--- config.mk ---
export PLATFORM = sky130hd
export DESIGN_NAME = hazard_fwd_ctrl
export DESIGN_NICKNAME = d
export VERILOG_FILES = /design/src/rtl/hazard_fwd_ctrl.sv
export SDC_FILE = /design/constraint.sdc
export NUM_CORES = 1
export LEC_CHECK = 0
export BUFFER_PORTS_ARGS = -buffer_cell sky130_fd_sc_hd__buf_2
export CAP_MARGIN = 25
export CORE_UTILIZATION = 40
export DETAILED_ROUTE_END_ITERATION = 16
export GPL_TIMING_DRIVEN = 0
export PLACE_DENSITY = 0.69
export SYNTH_ARGS = -nofsm -noshare
export SYNTH_HDL_FRONTEND = slang
export SYNTH_SLANG_ARGS = --single-unit
--- constraint.sdc ---
create_clock -name clk -period 6.6 [get_ports clk]
set_clock_uncertainty 0.15 [all_clocks]
set_input_delay 1.32 -clock clk [delete_from_list [all_inputs] [get_ports clk]]
set_output_delay 1.32 -clock clk [all_outputs]
set_load 0.05 [all_outputs]
--- src/rtl/hazard_fwd_ctrl.sv ---
// hazard_fwd_ctrl
//   Combined hazard-detection and forwarding controller for the 5-stage MIPS
//   pipeline. It adds a variable-latency data-memory handshake with timeout,
//   multi-cycle EX operations, branch-flush arbitration and a saturating
//   stall-cycle counter.
//
// Ports
//   clk, rst                 rising-edge clock, synchronous active-high reset
//   id_*                     IF/ID source specifiers, use flags, valid
//   branch_taken             branch resolved taken in ID
//   ex_rs/ex_rt/ex_rd        ID/EX specifiers
//   ex_mem_read              ID/EX holds a load
//   ex_long_start            a long op enters EX this cycle
//   mem_rd/mem_reg_write     EX/MEM destination and write enable
//   mem_req/mem_ready        data-memory request and completion
//   wb_rd/wb_reg_write       MEM/WB destination and write enable
//   cnt_clr                  clear the stall counter
//   fwd_a/fwd_b              EX operand select: 00 regfile, 01 MEM/WB, 10 EX/MEM
//   pc_load, ifid_ld         PC and IF/ID load enables
//   idex_bubble, ifid_flush  NOP insertion into ID/EX, zeroing of IF/ID
//   stall_all                freeze every pipeline register
//   mem_abort, mem_err       timeout pulse, sticky timeout flag
//   stall_cycles             saturating count of cycles with pc_load=0
module hazard_fwd_ctrl #(
    parameter int REG_W       = 5,
    parameter int LONG_LAT    = 4,
    parameter int MEM_TIMEOUT = 64,
    parameter int CNT_W       = 16
) (
    input  logic             clk,
    input  logic             rst,
    input  logic             id_valid,
    input  logic [REG_W-1:0] id_rs,
    input  logic [REG_W-1:0] id_rt,
    input  logic             id_use_rs,
    input  logic             id_use_rt,
    input  logic             branch_taken,
    input  logic [REG_W-1:0] ex_rs,
    input  logic [REG_W-1:0] ex_rt,
    input  logic [REG_W-1:0] ex_rd,
    input  logic             ex_mem_read,
    input  logic             ex_long_start,
    input  logic [REG_W-1:0] mem_rd,
    input  logic             mem_reg_write,
    input  logic             mem_req,
    input  logic             mem_ready,
    input  logic [REG_W-1:0] wb_rd,
    input  logic             wb_reg_write,
    input  logic             cnt_clr,
    output logic [1:0]       fwd_a,
    output logic [1:0]       fwd_b,
    output logic             pc_load,
    output logic             ifid_ld,
    output logic             idex_bubble,
    output logic             ifid_flush,
    output logic             stall_all,
    output logic             mem_abort,
    output logic             mem_err,
    output logic [CNT_W-1:0] stall_cycles
);

    localparam int WAIT_W = (MEM_TIMEOUT > 2) ? $clog2(MEM_TIMEOUT) : 1;
    localparam int LONG_W = (LONG_LAT > 2) ? $clog2(LONG_LAT) : 1;
    localparam logic [WAIT_W-1:0] WAIT_LAST  = WAIT_W'(MEM_TIMEOUT - 1);
    localparam logic [LONG_W-1:0] LONG_FIRST = LONG_W'(LONG_LAT - 1);
    localparam logic [LONG_W-1:0] LONG_LAST  = LONG_W'(1);

    typedef enum logic [1:0] {
        RUN       = 2'd0,
        MEM_WAIT  = 2'd1,
        LONG_BUSY = 2'd2
    } state_t;

    state_t            state, state_nxt;
    logic [WAIT_W-1:0] wait_cnt, wait_nxt;
    logic [LONG_W-1:0] long_cnt, long_nxt;
    logic              err_nxt;

    logic       stall, abort, load_use, flush;
    logic       lu_hit;
    logic [1:0] fa, fb;

    // Forwarding: EX/MEM has priority over MEM/WB; register 0 never forwards.
    always_comb begin
        fa = 2'b00;
        fb = 2'b00;
        if (mem_reg_write && (mem_rd != '0) && (mem_rd == ex_rs))
            fa = 2'b10;
        else if (wb_reg_write && (wb_rd != '0) && (wb_rd == ex_rs))
            fa = 2'b01;
        if (mem_reg_write && (mem_rd != '0) && (mem_rd == ex_rt))
            fb = 2'b10;
        else if (wb_reg_write && (wb_rd != '0) && (wb_rd == ex_rt))
            fb = 2'b01;
    end

    assign lu_hit = id_valid && ex_mem_read && (ex_rd != '0) &&
                    ((id_use_rs && (ex_rd == id_rs)) ||
                     (id_use_rt && (ex_rd == id_rt)));

    // Next-state and stall arbitration
    always_comb begin
        state_nxt = state;
        wait_nxt  = wait_cnt;
        long_nxt  = long_cnt;
        err_nxt   = mem_err;
        stall     = 1'b0;
        abort     = 1'b0;
        load_use  = 1'b0;
        case (state)
            RUN: begin
                if (mem_req && !mem_ready) begin
                    stall     = 1'b1;
                    state_nxt = MEM_WAIT;
                    wait_nxt  = WAIT_W'(1);
                end else begin
                    load_use = lu_hit;
                    if (ex_long_start) begin
                        state_nxt = LONG_BUSY;
                        long_nxt  = LONG_FIRST;
                    end
                end
            end
            MEM_WAIT: begin
                if (mem_ready) begin
                    state_nxt = RUN;
                    wait_nxt  = '0;
                end else if (wait_cnt == WAIT_LAST) begin
                    // Release the freeze on the abort cycle so the pipeline
                    // drains instead of hanging on a dead memory.
                    abort     = 1'b1;
                    err_nxt   = 1'b1;
                    state_nxt = RUN;
                    wait_nxt  = '0;
                end else begin
                    stall    = 1'b1;
                    wait_nxt = wait_cnt + 1'b1;
                end
            end
            LONG_BUSY: begin
                stall    = 1'b1;
                long_nxt = long_cnt - 1'b1;
                if (long_cnt == LONG_LAST) state_nxt = RUN;
            end
            default: state_nxt = RUN;
        endcase
        // A taken branch waits while anything holds IF/ID; it re-requests.
        flush = !stall && !load_use && branch_taken && id_valid;
    end

    // Output drive; reset forces the free-running defaults.
    always_comb begin
        fwd_a       = fa;
        fwd_b       = fb;
        stall_all   = stall;
        mem_abort   = abort;
        pc_load     = !(stall || load_use);
        ifid_ld     = !(stall || load_use);
        idex_bubble = load_use;
        ifid_flush  = flush;
        if (rst) begin
            fwd_a       = 2'b00;
            fwd_b       = 2'b00;
            stall_all   = 1'b0;
            mem_abort   = 1'b0;
            pc_load     = 1'b1;
            ifid_ld     = 1'b1;
            idex_bubble = 1'b0;
            ifid_flush  = 1'b0;
        end
    end

    always_ff @(posedge clk) begin
        if (rst) begin
            state        <= RUN;
            wait_cnt     <= '0;
            long_cnt     <= '0;
            mem_err      <= 1'b0;
            stall_cycles <= '0;
        end else begin
            state    <= state_nxt;
            wait_cnt <= wait_nxt;
            long_cnt <= long_nxt;
            mem_err  <= err_nxt;
            if (cnt_clr)
                stall_cycles <= '0;
            else if (!pc_load && (stall_cycles != '1))
                stall_cycles <= stall_cycles + 1'b1;
        end
    end

endmodule

== Word level (Yosys, flattened, before mapping) ==
Index checks and enable logic that the tools add are counted.
Word-level totals
  register bits: 27
  bits in latches: 0
  RAM bits: 0
  memory bits (read-only): 0
  input bits: 48
  output and inout bits: 27
  logic and storage cells: 93
  memories: 0
Operators by class
  add/subtract/negate cells: 3
  multipliers: 0
  divide/modulo/power cells: 0
  magnitude comparators: 0
  equal/unequal tests: 17
  shift operators: 0
  mux-type cells: 33
  bitwise gates (word level): 1
  reduce and logical (&&, ||, !) cells: 34
Operator list (count)
  5-bit == test: 6
  2-bit 2-to-1 mux: 11
  6-bit 2-to-1 mux: 3
  16-bit by 1-bit adder with 16-bit output, second input constant: 1
  1-bit logical AND: 16
  16-bit inequality test, second input constant: 1
  1-bit 2-to-1 mux: 15
  5-bit nonzero test: 3
  6-bit case mux with 2 select lines: 1
  3-bit AND reduction: 3
  2-bit inequality test, second input constant: 4
  6-bit by 1-bit adder with 6-bit output, second input constant: 1
  6-bit == test, second input constant: 1
  3-bit inequality test, second input constant: 2
  2-bit case mux with 3 select lines: 1
  1-bit zero test: 5
  2-bit by 1-bit == test with 1-bit output, second input constant: 2
  2-bit case mux with 2 select lines: 1
  2-bit nonzero test: 2
  1-bit case mux with 3 select lines: 1
  2-bit == test, second input constant: 1
  2-bit zero test: 1
  1-bit logical OR: 2
  2-bit AND reduction: 1
  3 further kinds: 3

== Longest topological paths before layout ==
Gate-level depths: netlist (run 1).
  depth after elaboration: 11
  depth in mapped cells: 11
  depth with buffers taken out: 7

== Worst setup path after synthesis (run 1) ==
Ideal clock, no wire load.
  path type: input port to output port
  start point: input port mem_rd[1]
  end point: output port fwd_a[0]
  arrival: 3.790 ns
  data required time: 5.130 ns
  path slack: 1.340 ns
  stages on the path: 4
  buffers on the path: 0
  cells stage by stage: or4_1 o21ai_0 nor3_1 nor4_1
On the way
  longest elaborated chain between the ends: 5
  elaborated cells between the ends (all ways): 6
  classes of those cells: 1 x eq/ne; 2 x mux; 3 x reduce/logical
RTL lines
  start: declaration: line 43  | input logic [REG_W-1:0] mem_rd,
  5-bit nonzero test: line 87  | if (mem_reg_write && (mem_rd != '0) && (mem_rd == ex_rs))
  1-bit logical AND: line 87
  1-bit logical AND (*): line 87
  2-bit 2-to-1 mux (*): line 87
  2-bit 2-to-1 mux (*): line 161  | if (rst) begin
  end: declaration: line 50  | output logic [1:0] fwd_a,
Mark *: on every way between the ends. The rest lies on a longest branch, timed or not.

== Final worst setup path (run 1) ==
Same ends and word-level chain as after synthesis.

==> flow_summary.rst, run 1 <==
.. list-table::
   :header-rows: 1

   * - Metric
     - Value
   * - Outcome
     - finished, final reports clean
   * - Kind of cell with the highest combined delay on the critical path
     - simple AND/OR/NAND/NOR gates
   * - Commonest register cell after synthesis
     - dfxtp_1
   * - VDD IR-drop max
     - 0.08821 mV
   * - Number of cells produced by synthesis
     - 229
   * - Crit start category
     - primary input
   * - Clk root buf
     - clkbuf_8
   * - Number of ports placed on the die boundary
     - 75
   * - Post-synth ARST share
     - 0%
   * - DRC violations left
     - 0
   * - Commonest cells after routing, fill and taps aside
     - 76 x buf_2, 27 x dfxtp_1, 23 x a21oi_1, 20 x xnor2_1, 15 x or3_1
   * - WS Path Type
     - in -> out
   * - Number of buffers created by CTS
     - 3
   * - Critical-path top delay cell
     - or4_1
   * - Wire per inst
     - 12.79 um
   * - Critical-path maximum fanout
     - 4
   * - Count of standard-cell rows
     - 23
   * - Net count of the mapped netlist
     - 280
   * - Number of enable flip-flop cells after synthesis
     - 0
   * - Most congested layer reported by global routing
     - met2
   * - Worst hold margin
     - 0.3280 ns
   * - CTS Hold Bufs
     - 0
   * - Maximum buffer depth of the clock tree
     - 2
   * - Clock sink count
     - 27
   * - Average instance area after synthesis
     - 7.830 um2
   * - Initial antenna violation count
     - 0
   * - Nature of the critical path endpoint
     - output port
   * - Post-synthesis register bit count
     - 27
   * - Cell occurring most often along the worst timing path
     - buf_2
   * - DPL Wire Length
     - 3563 um
   * - Post-Route Setup TNS
     - 0 ns
   * - Cells along the critical path
     - buf_2 > or4_1 > o21ai_0 > nor3_1 > nor4_1 > buf_2
   * - M3 GR Usage
     - 4.276%
   * - Total routed wirelength
     - 4552 um
   * - Final Hold Viols
     - 0
   * - Die Y-Extent
     - 68.95 um
   * - Min setup slack post-route
     - 1.981 ns
   * - Floorplan die area
     - 4754 um2
   * - H-tree lvl count
     - 1
   * - Crit path DAT
     - 3.15 ns
   * - Relative slew slack
     - 64.79%
   * - Unique masters post-synth
     - 44
   * - First-pass GRT wire length
     - 7058 um
   * - CTS resizes
     - 0
   * - Effective utilization at floorplan
     - 43.27%
   * - Clock edge transition at the registers on the reported setup and hold paths
     - 0.09 ns
   * - Total via count in the routed design
     - 1913
   * - Fraction of met2 tracks used by global routing
     - 34.22%
   * - Data required time of the worst path
     - 5.13 ns
   * - Number of max-slew violations in the final report
     - 0
   * - Die span in x
     - 68.95 um
   * - Dominant cells by area after synthesis
     - dfxtp_1 30%, xnor2_1 9.8%, a21oi_1 6.4%
   * - Warning count from the yosys run
     - 0
   * - Register area share after synthesis
     - 30.15%
   * - Fmax achieved
     - 216.5 MHz
   * - Stages on worst setup path
     - 6
   * - Mapped cell area
     - 1793 um2
   * - Number of global-route vias before repair
     - 1662
   * - CP Buf/Inv Count
     - 2
   * - Number of nets in the final layout
     - 358
   * - Initial DRC count
     - 128
   * - Critical Path Max Stage Delay
     - 0.55 ns
   * - Area share of the largest cell type after synthesis
     - 30.15%
   * - Worst slack at placement
     - 2.046 ns
   * - Unrepaired setup endpoints after global routing
     - no
   * - Vias per inst
     - 5.374
   * - Setup bufs post-CTS
     - 0
   * - Core area
     - 4144 um2
   * - Maxcap violations
     - 0
   * - Sequential cell area in the final layout
     - 540.5 um2
   * - Number of buffers added on ports
     - 73
   * - Gp weighted congestion
     - 0.7860
   * - Area of combinational cells with multiple inputs
     - 1155 um2
   * - Path category of the worst min-delay check
     - reg -> reg
   * - Final critical-path share of the clock period
     - 69.99%
   * - Reg2Reg Depth
     - 10
   * - Routed Antenna Nets
     - 0
   * - Ant diodes
     - 0
   * - P&R area growth vs syn
     - 26.59%
   * - Cell depth of the worst hold path
     - 1
   * - Dominant cell type by area after synthesis
     - dfxtp_1
   * - Static power due to leakage
     - 0.9505 nW
   * - Overall global routing resource usage
     - 19.22%
   * - Largest net degree at the start of global routing
     - 17
   * - Clock tree from TritonCTS
     - yes
   * - Post-layout min period
     - 4.619 ns
   * - Commonest non-fill, non-tap cell in the layout
     - buf_2
   * - Global route overflow
     - 0
   * - Initial DRT Pass Iterations
     - 4
   * - GR met1 Demand/Resource
     - 24.14%
   * - Endpoints failing setup
     - 0
   * - Power Dens Cells
     - 156.0 nW/um2
   * - Skew-Pair Late Insertion Delay
     - 0.27 ns
   * - Layout cell share with drive strength beyond 1
     - 28.10%
   * - Slew at the pin closest to its max-slew limit
     - 0.5281 ns
   * - Filler cell count
     - 415
[where the power goes]
| part | switching, mW | internal (mW) | leakage, nW |
|---|---|---|---|
| Combinational | 0.0482 | 0.0370 | 0.710 |
| Sequential | 0.00231 | 0.166 | 0.219 |
| Clock | 0.0572 | 0.0430 | 0.0217 |
| Total | 0.108 | 0.246 | 0.951 |
[path summary, 6_finish.rpt]
| path | startpoint | endpoint | slack (ns) |
|---|---|---|---|
| max | mem_rd[1] | fwd_a[0] | 1.98 |
| min | mem_err$_SDFFE_PP0P_ | mem_err$_SDFFE_PP0P_ | 0.33 |
| max reg2reg | wait_cnt[0]$_SDFFE_PP0P_ | stall_cycles[1]$_SDFFE_PP0P_ | 4.16 |
| min reg2reg | mem_err$_SDFFE_PP0P_ | mem_err$_SDFFE_PP0P_ | 0.33 |
[state kept, by name, indices dropped and copies added, names as in the netlist]
name	count
wait_cnt	6
stall_cycles	16
long_cnt	2
mem_err	1
state	2
[synth_stat cells (4+ instances only)]
library cell	number
o21ai_0	5
clkbuf_1	4
nand4_1	4
xnor2_1	20
dfxtp_1	27
or4_1	6
a21oi_1	23
nand2_1	12
o21ai_1	14
xor2_1	11
and3_1	4
nor3_1	6
nor2_1	14
or3_1	15
inv_1	6
nand3_1	12
nor4_1	4
[layer usage]
layer | vias up | share of wire [%]
li1 | 987 | -
met2 | 32 | 50
met1 | 892 | 46
met5 | - | 0
met3 | 2 | 2.9
met4 | 0 | 0.13
[cell type report]
cell class | count | share of cell area, %
plain buffers | 13 | 3.308
clock buffers | 3 | 1.819
clock inverters | 1 | 0.3308
inverters | 6 | 0.9923
multi-input cells | 183 | 50.88
flip-flops and latches | 27 | 23.81
well taps | 50 | 2.756
repair buffers | 73 | 16.10
[per-stage QoR]
step | utilization, % | area (um2) | instances | total power, mW
2_1_floorplan | - | 1793 | 229 | 0.2268
3_3_place_gp | 53.59 | 2221 | 352 | 0.2563
3_5_place_dp | 53.59 | 2221 | 352 | 0.2577
6_report | 54.77 | 2270 | 356 | 0.3540
4_1_cts | 54.77 | 2270 | 356 | 0.3560
5_1_grt | 54.77 | 2270 | 356 | 0.3714
[logic make-up after synthesis]
| logic type | Yosys count | share of synthesized area [%] |
|---|---|---|
| flip-flops | 27 | 30.15 |
| AO/OA/AOI/OAI | 58 | 18.77 |
| adder cells (fa/ha/maj) | 3 | 2.094 |
| multiplexers | 1 | 0.5583 |
| XOR/XNOR | 31 | 15.14 |
| AND/OR/NAND/NOR | 90 | 27.84 |
| buffers and inverters | 19 | 5.442 |
(Power assumes the default switching activity.)
==> run 2: changes to the inputs <==
--- a/config.mk
+++ b/config.mk
@@ -5,6 +5,7 @@
 export SDC_FILE = /design/constraint.sdc
 export NUM_CORES = 1
 export LEC_CHECK = 0
+export ABC_AREA = 1
 export BUFFER_PORTS_ARGS = -buffer_cell sky130_fd_sc_hd__buf_2
 export CAP_MARGIN = 25
 export CORE_UTILIZATION = 40
==> constraint.sdc (replaced) <==
create_clock -name clk -period 3.9 [get_ports clk]
set_clock_uncertainty 0.15 [all_clocks]
set_input_delay 0.78 -clock clk [delete_from_list [all_inputs] [get_ports clk]]
set_output_delay 0.78 -clock clk [all_outputs]
set_load 0.05 [all_outputs]
==> run 2 against run 1 <==
Effect of this change: synthesized area grew 18%; register-to-register slack worse by 2.3 ns; via count is 17% higher; global-route usage is 0.12 points higher; routed wire length rose by 15%; worst setup slack got worse by 1.3 ns; core utilization fell by 3.3 points; critical path depth is 4 higher; die area increased by 18%.
==> flow_summary.rst, run 2 <==
.. list-table::
   :header-rows: 1

   * - Metric
     - Value
   * - Endpoints failing setup
     - 0 (unchanged)
   * - Vias per inst
     - 4.729 (-12%)
   * - Final Hold Viols
     - 0 (unchanged)
   * - Cell depth of the worst hold path
     - 2 (+1)
   * - P&R area growth vs syn
     - 23.67%
   * - Post-Route Setup TNS
     - 0 ns (unchanged)
   * - Area share of the largest cell type after synthesis
     - 25.44% (-4.7 points)
   * - Initial antenna violation count
     - 0 (unchanged)
   * - Number of enable flip-flop cells after synthesis
     - 0 (unchanged)
   * - CTS Hold Bufs
     - 0 (unchanged)
   * - Final Power
     - 608.4 uW (+72%)
   * - Routed Antenna Nets
     - 0 (unchanged)
   * - Setup bufs post-CTS
     - 0 (unchanged)
   * - Nature of the critical path endpoint
     - output port
   * - Die Y-Extent
     - 74.88 um (+8.6%)
   * - CTS resizes
     - 0 (unchanged)
   * - Number of nets in the final layout
     - 455 (+27%)
   * - Total routed wirelength
     - 5213 um (+15%)
   * - Dominant cell type by area after synthesis
     - dfxtp_1
   * - Number of max-slew violations in the final report
     - 0 (unchanged)
   * - Number of cells produced by synthesis
     - 325 (+42%)
   * - Unrepaired setup endpoints after global routing
     - no
   * - Global route overflow
     - 0 (unchanged)
   * - Wire per inst
     - 11.02 um (-14%)
   * - Clock edge transition at the registers on the reported setup and hold paths
     - 0.09 ns (about the same)
   * - Critical-path maximum fanout
     - 10 (+6)
   * - Outcome
     - finished, final reports clean
   * - First-pass GRT wire length
     - 8549 um (+21%)
   * - Skew-Pair Late Insertion Delay
     - 0.28 ns (about the same)
   * - Commonest register cell after synthesis
     - dfxtp_1
   * - Largest net degree at the start of global routing
     - 15 (-2)
   * - Maximum buffer depth of the clock tree
     - 2 (unchanged)
   * - Met2 Routed Length
     - 2333 um (+1.6%)
   * - Worst slack at placement
     - 0.6725 ns (-1.373 ns)
   * - Reg2Reg Depth
     - 8 (-2)
   * - Clk root buf
     - clkbuf_8
   * - Initial DRC count
     - 61 (-52%)
   * - Path category of the worst min-delay check
     - reg -> reg
   * - Post-synth top cells
     - 81 x nand2_1, 39 x inv_1, 34 x nor2_1, 31 x nand3_1, 27 x dfxtp_1
   * - Count of standard-cell rows
     - 26 (+13%)
   * - Number of global-route vias before repair
     - 2016 (+21%)
   * - Gp weighted congestion
     - 0.8348 (+6.2%)
   * - Post-layout min period
     - 3.254 ns
   * - Net count of the mapped netlist
     - 376 (+34%)
   * - Dominant cells by area after synthesis
     - dfxtp_1 25%, nand2_1 14%, nand3_1 7.3%
   * - Final critical-path share of the clock period
     - 83.44%
   * - Slew at the pin closest to its max-slew limit
     - 0.7658 ns (+0.2377 ns)
   * - Cell with the most instances after synthesis
     - nand2_1
   * - Core area
     - 5107 um2 (+23%)
   * - Post-synthesis register bit count
     - 27 (unchanged)
   * - Total via count in the routed design
     - 2237 (+17%)
   * - Initial DRT Pass Iterations
     - 4 (unchanged)
   * - WS Path Type
     - in -> out
   * - Register area share after synthesis
     - 25.44% (-4.7 points)
   * - Filler cell count
     - 556 (+34%)
   * - Fmax achieved
     - 307.3 MHz
   * - Warning count from the yosys run
     - 0 (unchanged)
   * - Clock tree from TritonCTS
     - yes
   * - Number of ports placed on the die boundary
     - 75 (unchanged)
   * - Met1 Wirelength
     - 2579 um (+22%)
   * - Met3 WL post-DR
     - 278 um (+110%)
   * - Effective utilization at floorplan
     - 41.60% (-1.7 points)
   * - Commonest cells after routing, fill and taps aside
     - 81 x nand2_1, 76 x buf_2, 39 x inv_1, 34 x nor2_1, 31 x nand3_1
   * - Clock sink count
     - 27 (unchanged)
   * - Max FFs per register
     - 16 (unchanged)
   * - Mapped cell area
     - 2125 um2 (+18%)
   * - Core utilization of the finished layout
     - 51.45% (-3.3 points)
   * - Commonest non-fill, non-tap cell in the layout
     - nand2_1
   * - Power Dens Cells
     - 231.5 nW/um2 (+48%)
   * - Ant diodes
     - 0 (unchanged)
   * - DPL Wire Length
     - 4111 um (+15%)
   * - Worst hold margin
     - 0.3135 ns (-0.01445 ns)
   * - VDD IR-drop max
     - 0.1562 mV (+77%)
   * - DRC violations left
     - 0 (unchanged)
   * - Regs by FF count
     - stall_cycles x16, wait_cnt x6
   * - Number of buffers created by CTS
     - 3 (unchanged)
   * - Unique masters post-synth
     - 37 (-16%)
   * - H-tree lvl count
     - 1 (unchanged)
   * - Crit start category
     - primary input
   * - Floorplan die area
     - 5607 um2 (+18%)
   * - Static power due to leakage
     - 1.241 nW (+31%)
   * - Layout cell share with drive strength beyond 1
     - 27.79% (-0.31 points)
   * - Relative slew slack
     - 48.95% (-16 points)
   * - Crit path DAT
     - 2.32 ns (-0.83 ns)
   * - Register ranked first by flip-flop count
     - stall_cycles
   * - Die span in x
     - 74.88 um (+8.6%)
   * - Average instance area after synthesis
     - 6.537 um2 (-17%)
   * - Min setup slack post-route
     - 0.6459 ns (-1.335 ns)
   * - Top layer in use
     - met4
   * - Maxcap violations
     - 0 (unchanged)
   * - Data required time of the worst path
     - 2.97 ns (-2.16 ns)
   * - Number of buffers added on ports
     - 74 (+1.4%)
   * - Overall global routing resource usage
     - 19.34% (+0.12 points)
   * - Post-synth ARST share
     - 0% (unchanged)
[run 2: cell count changes after synthesis, moves of 10 or more]
cell	delta
a21oi_1	-10
nand2_1	+69
inv_1	+33
or3_1	-15
nor2_1	+20
a21oi_2	+10
o21ai_1	-14
nand3_1	+19
[run 2: cells by family (layout without fill, tap and decap cells)]
kind of cell    count (synthesis)  after routing  synth area share (%)
simple gates                  171            171                 36.75
buf+inv                        52            130                 10.01
compound gates                 43             43                 14.08
xor+xnor                       29             29                 11.96
flops                          27             27                 25.44
fa+ha+maj                       3              3                 1.767
[run 2: power breakdown]
part	internal (mW)	leakage, nW	total (mW)	switching (mW)
Combinational	0.0599	0.999	0.158	0.0984
Clock	0.0734	0.0228	0.164	0.0908
Sequential	0.282	0.219	0.286	0.00444
Total	0.415	1.24	0.608	0.194
[run 2: worst paths after layout]
path	startpoint	to	slack, ns
setup / recovery	mem_ready	pc_load	0.65
hold / removal	mem_err$_SDFFE_PP0P_	mem_err$_SDFFE_PP0P_	0.31
setup reg to reg	stall_cycles[0]$_SDFFE_PP0P_	stall_cycles[0]$_SDFFE_PP0P_	1.87
hold reg to reg	mem_err$_SDFFE_PP0P_	mem_err$_SDFFE_PP0P_	0.31
[run 2: area by class of cell]
| type | instances | area [um2] | share of cell area (%) |
|---|---|---|---|
| Timing Repair Buffer | 74 | 370.4 | 14.10 |
| Tap cell | 70 | 87.58 | 3.333 |
| Multi-Input combinational cell | 246 | 1371 | 52.19 |
| Inverter | 45 | 168.9 | 6.429 |
| Clock buffer | 4 | 45.04 | 1.714 |
| Sequential cell | 27 | 540.5 | 20.57 |
| Buffer | 7 | 43.79 | 1.667 |
[run 2: critical path, cell delays in order]
cell,delay [ns]
buf_2,0.11
nor2_1,0.22
nand3_2,0.21
nand2_1,0.20
o21ai_4,0.09
nand2_4,0.14
buf_4,0.19
inv_1,0.06
buf_4,0.12
buf_2,0.20
[run 2: stage by stage]
step                cell area (um2)  std cells
finish                         2628        473
global route                   2628        473
CTS                            2628        473
detailed placement             2582        469
global placement               2582        469
floorplan                      2125        325
[run 2: metal layers]
| layer | track usage, % | vias to the layer above |
|---|---|---|
| li1 | - | 1198 |
| met1 | 25.26 | 976 |
| met2 | 33.43 | 61 |
| met3 | 4.150 | 2 |
| met4 | 2.725 | 0 |
| met5 | 0 | - |
==> run 3: changes to the inputs <==
--- a/config.mk
+++ b/config.mk
@@ -11,7 +11,7 @@
 export CORE_UTILIZATION = 40
 export DETAILED_ROUTE_END_ITERATION = 16
 export GPL_TIMING_DRIVEN = 0
-export PLACE_DENSITY = 0.69
+export PLACE_DENSITY = 0.66
 export SYNTH_ARGS = -nofsm -noshare
 export SYNTH_HDL_FRONTEND = slang
 export SYNTH_SLANG_ARGS = --single-unit
==> constraint.sdc (replaced) <==
create_clock -name clk -period 3.2 [get_ports clk]
set_clock_uncertainty 0.15 [all_clocks]
set_input_delay 0.64 -clock clk [delete_from_list [all_inputs] [get_ports clk]]
set_output_delay 0.64 -clock clk [all_outputs]
set_load 0.05 [all_outputs]
==> run 3 against run 2 <==
Effect of this change: cell count unchanged; combinational power increased by 21%; hold slack improved by 0.019 ns; cell area unchanged; register-to-register slack got worse by 0.67 ns; clock-buffer cell count unchanged; global-route usage decreased by 0.65 points; worst setup slack got worse by 0.43 ns; clock power increased by 23%; routed wire length decreased by 2.1%; critical endpoint unchanged; largest cell class unchanged.
==> flow_summary.rst, run 3 (same netlist as run 2, synthesis figures left out) <==
.. list-table::
   :header-rows: 1

   * - Metric
     - Value
   * - Skew-Pair Late Insertion Delay
     - 0.28 ns (about the same)
   * - Commonest non-fill, non-tap cell in the layout
     - nand2_1
   * - CP Buf/Inv Count
     - 4 (-1)
   * - Area of combinational cells with multiple inputs
     - 1371 um2 (unchanged)
   * - Initial DRC count
     - 103 (+69%)
   * - Outcome
     - finished, final reports clean
   * - WS Path Type
     - reg -> out
   * - Setup bufs post-CTS
     - 0 (unchanged)
   * - Number of global-route vias before repair
     - 1988 (-1.4%)
   * - CTS resizes
     - 0 (unchanged)
   * - Count of standard-cell rows
     - 26 (unchanged)
   * - Stages on worst setup path
     - 12 (+2)
   * - Die Y-Extent
     - 74.88 um (unchanged)
   * - Gp weighted congestion
     - 0.8505 (+1.9%)
   * - Number of nets in the final layout
     - 455 (unchanged)
   * - Overall global routing resource usage
     - 18.70% (-0.65 points)
   * - Crit start category
     - flop
   * - Slew at the pin closest to its max-slew limit
     - 0.7657 ns (-0.00002509 ns)
   * - Capturing element of the worst setup path
     - pc_load
   * - Wire per inst
     - 10.79 um (-2.1%)
   * - Total via count in the routed design
     - 2266 (+1.3%)
   * - Cells along the critical path
     - ha_1 > nand2_1 > nor2_2 > nand2_2 > nor2_4 > nor2_4 > o21ai_4 > nand2_4 > buf_4 > inv_1 > buf_4 > buf_2
   * - Initial DRT Pass Iterations
     - 4 (unchanged)
   * - Nature of the critical path endpoint
     - output port
   * - Final critical-path share of the clock period
     - 93.15%
   * - Clock edge transition at the registers on the reported setup and hold paths
     - 0.10 ns (about the same)
   * - Path category of the worst min-delay check
     - reg -> reg
   * - Critical-path maximum fanout
     - 10 (unchanged)
   * - Net switching power
     - 235.4 uW (+22%)
   * - Clk root buf
     - clkbuf_8
   * - Layout cell share with drive strength beyond 1
     - 27.79% (unchanged)
   * - Critical Path Max Stage Delay
     - 0.39 ns (+0.17 ns)
   * - Clock share of power
     - 27.1% (about the same)
   * - Placed cells
     - 469 (unchanged)
   * - Number of max-slew violations in the final report
     - 0 (unchanged)
   * - Power Dens Cells
     - 281.9 nW/um2 (+22%)
   * - Core area
     - 5107 um2 (unchanged)
   * - Proportion of power drawn by flip-flops and latches
     - 47.0% (about the same)
   * - Register ranked first by flip-flop count
     - stall_cycles
   * - DRC violations left
     - 0 (unchanged)
   * - First-pass GRT wire length
     - 8342 um (-2.4%)
   * - Most congested layer reported by global routing
     - met2
   * - Floorplan die area
     - 5607 um2 (unchanged)
   * - Share of total power in combinational logic
     - 25.8% (-0.2 points)
   * - Worst R2R End
     - stall_cycles[0]$_SDFFE_PP0P_
   * - Number of buffers added on ports
     - 74 (unchanged)
   * - Initial antenna violation count
     - 0 (unchanged)
   * - Global route overflow
     - 0 (unchanged)
   * - Clock sink count
     - 27 (unchanged)
   * - FF-to-FF Start
     - stall_cycles[0]$_SDFFE_PP0P_
   * - Clock tree from TritonCTS
     - yes
   * - Commonest cells after routing, fill and taps aside
     - 81 x nand2_1, 76 x buf_2, 39 x inv_1, 34 x nor2_1, 31 x nand3_1
   * - Worst hold margin
     - 0.3323 ns (+0.01877 ns)
   * - Regs by FF count
     - stall_cycles x16, wait_cnt x6
   * - Data required time of the worst path
     - 2.41 ns (-0.56 ns)
   * - GR met1 Demand/Resource
     - 24.06% (-1.2 points)
   * - Maximum buffer depth of the clock tree
     - 2 (unchanged)
   * - Ant diodes
     - 0 (unchanged)
   * - CTS Hold Bufs
     - 0 (unchanged)
   * - Fmax achieved
     - 335.5 MHz
   * - Max FFs per register
     - 16 (unchanged)
   * - Pint
     - 505.3 uW (+22%)
   * - Reg2Reg Depth
     - 8 (unchanged)
   * - H-tree lvl count
     - 1 (unchanged)
   * - Fraction of met2 tracks used by global routing
     - 32.93% (-0.50 points)
   * - Static power due to leakage
     - 1.241 nW (unchanged)
   * - Total routed wirelength
     - 5106 um (-2.1%)
   * - Number of buffers created by CTS
     - 3 (unchanged)
   * - Effective utilization at floorplan
     - 41.60% (unchanged)
   * - P&R area growth vs syn
     - 23.67% (unchanged)
   * - Die span in x
     - 74.88 um (unchanged)
   * - Unrepaired setup endpoints after global routing
     - no
   * - Largest net degree at the start of global routing
     - 15 (unchanged)
   * - M3 GR Usage
     - 3.481% (-0.67 points)
   * - Maxcap violations
     - 0 (unchanged)
   * - Crit path DAT
     - 2.19 ns (-0.13 ns)
   * - Number of ports placed on the die boundary
     - 75 (unchanged)
   * - Kind of cell with the highest combined delay on the critical path
     - buffers and inverters
   * - Filler cell count
     - 534 (-4.0%)
   * - Register-to-register path setup slack
     - 1.20 ns (-0.67 ns)
   * - Net Sw Frac
     - 31.78% (-0.043 points)
   * - DPL Wire Length
     - 4076 um (-0.85%)
   * - Critical-path top delay cell
     - dfxtp_1
   * - Endpoints failing setup
     - 0 (unchanged)
   * - Post-layout min period
     - 2.981 ns
   * - Final Hold Viols
     - 0 (unchanged)
   * - Vias per inst
     - 4.791 (+1.3%)
   * - Sequential cell area in the final layout
     - 540.5 um2 (unchanged)
   * - Relative slew slack
     - 48.95% (about the same)
   * - VDD IR-drop max
     - 0.2246 mV (+44%)
   * - Non-Filler Instances
     - 473 (unchanged)
   * - Post-Route Setup TNS
     - 0 ns (unchanged)
   * - Startpoint of the worst setup timing path
     - wait_cnt[0]$_SDFFE_PP0P_
   * - Routed Antenna Nets
     - 0 (unchanged)
==> run 3: cell counts in the layout (fill, tap and decap cells not counted) <==
Identical to the previous run, type by type.
==> run 3: worst min-delay path by stage <==
stage,startpoint,endpoint,slack (ns),depth (start not counted)
floorplan,wait_cnt[5]$_SDFFE_PP0P_,wait_cnt[5]$_SDFFE_PP0P_,0.31,2
global placement,mem_err$_SDFFE_PP0P_,mem_err$_SDFFE_PP0P_,0.29,2
detailed placement,mem_err$_SDFFE_PP0P_,mem_err$_SDFFE_PP0P_,0.31,2
CTS,mem_err$_SDFFE_PP0P_,mem_err$_SDFFE_PP0P_,0.33,2
global route,stall_cycles[14]$_SDFFE_PP0P_,stall_cycles[14]$_SDFFE_PP0P_,0.37,2
finish,mem_err$_SDFFE_PP0P_,mem_err$_SDFFE_PP0P_,0.33,2
==> run 3: worst min-delay path, delay by kind of cell, from the launching register on <==
family	cells	cell delay, ns
AND/OR/NAND/NOR	1	0.05
AO/OA/AOI/OAI	1	0.06
flip-flops	1	0.34
==> run 3: metal layers <==
layer	vias up	wire (um)
li1	1203	-
met1	1006	2499
met2	55	2365
met3	2	218
met4	0	22
met5	-	0
==> run 3: metrics by stage <==
step | instance area (um2) | setup slack (ns) | total power, mW | util (%)
2_1_floorplan | 2125 | 0.1022 | 0.4805 | -
6_report | 2628 | 0.2193 | 0.7408 | 51.45
3_5_place_dp | 2582 | 0.2573 | 0.5481 | 50.56
4_1_cts | 2628 | 0.2130 | 0.7467 | 51.45
5_1_grt | 2628 | 0.06465 | 0.7825 | 51.45
3_3_place_gp | 2582 | 0.2649 | 0.5456 | 50.56
==> run 3: final cells by class <==
class                   instances  area share, %
well taps                      70          3.333
inverters                      45          6.429
multi-input cells             246          52.19
repair buffers                 74          14.10
flip-flops and latches         27          20.57
plain buffers                   7          1.667
clock buffers                   4          1.714
==> run 3: power groups by stage <==
stage          logic (mW)  registers [mW]  clock network (mW)
6_report            0.191           0.348               0.201
5_1_grt             0.215           0.349               0.218
4_1_cts             0.193           0.348               0.206
3_5_place_dp        0.192           0.356                   0
3_3_place_gp        0.190           0.356                   0
2_1_floorplan       0.123           0.357                   0
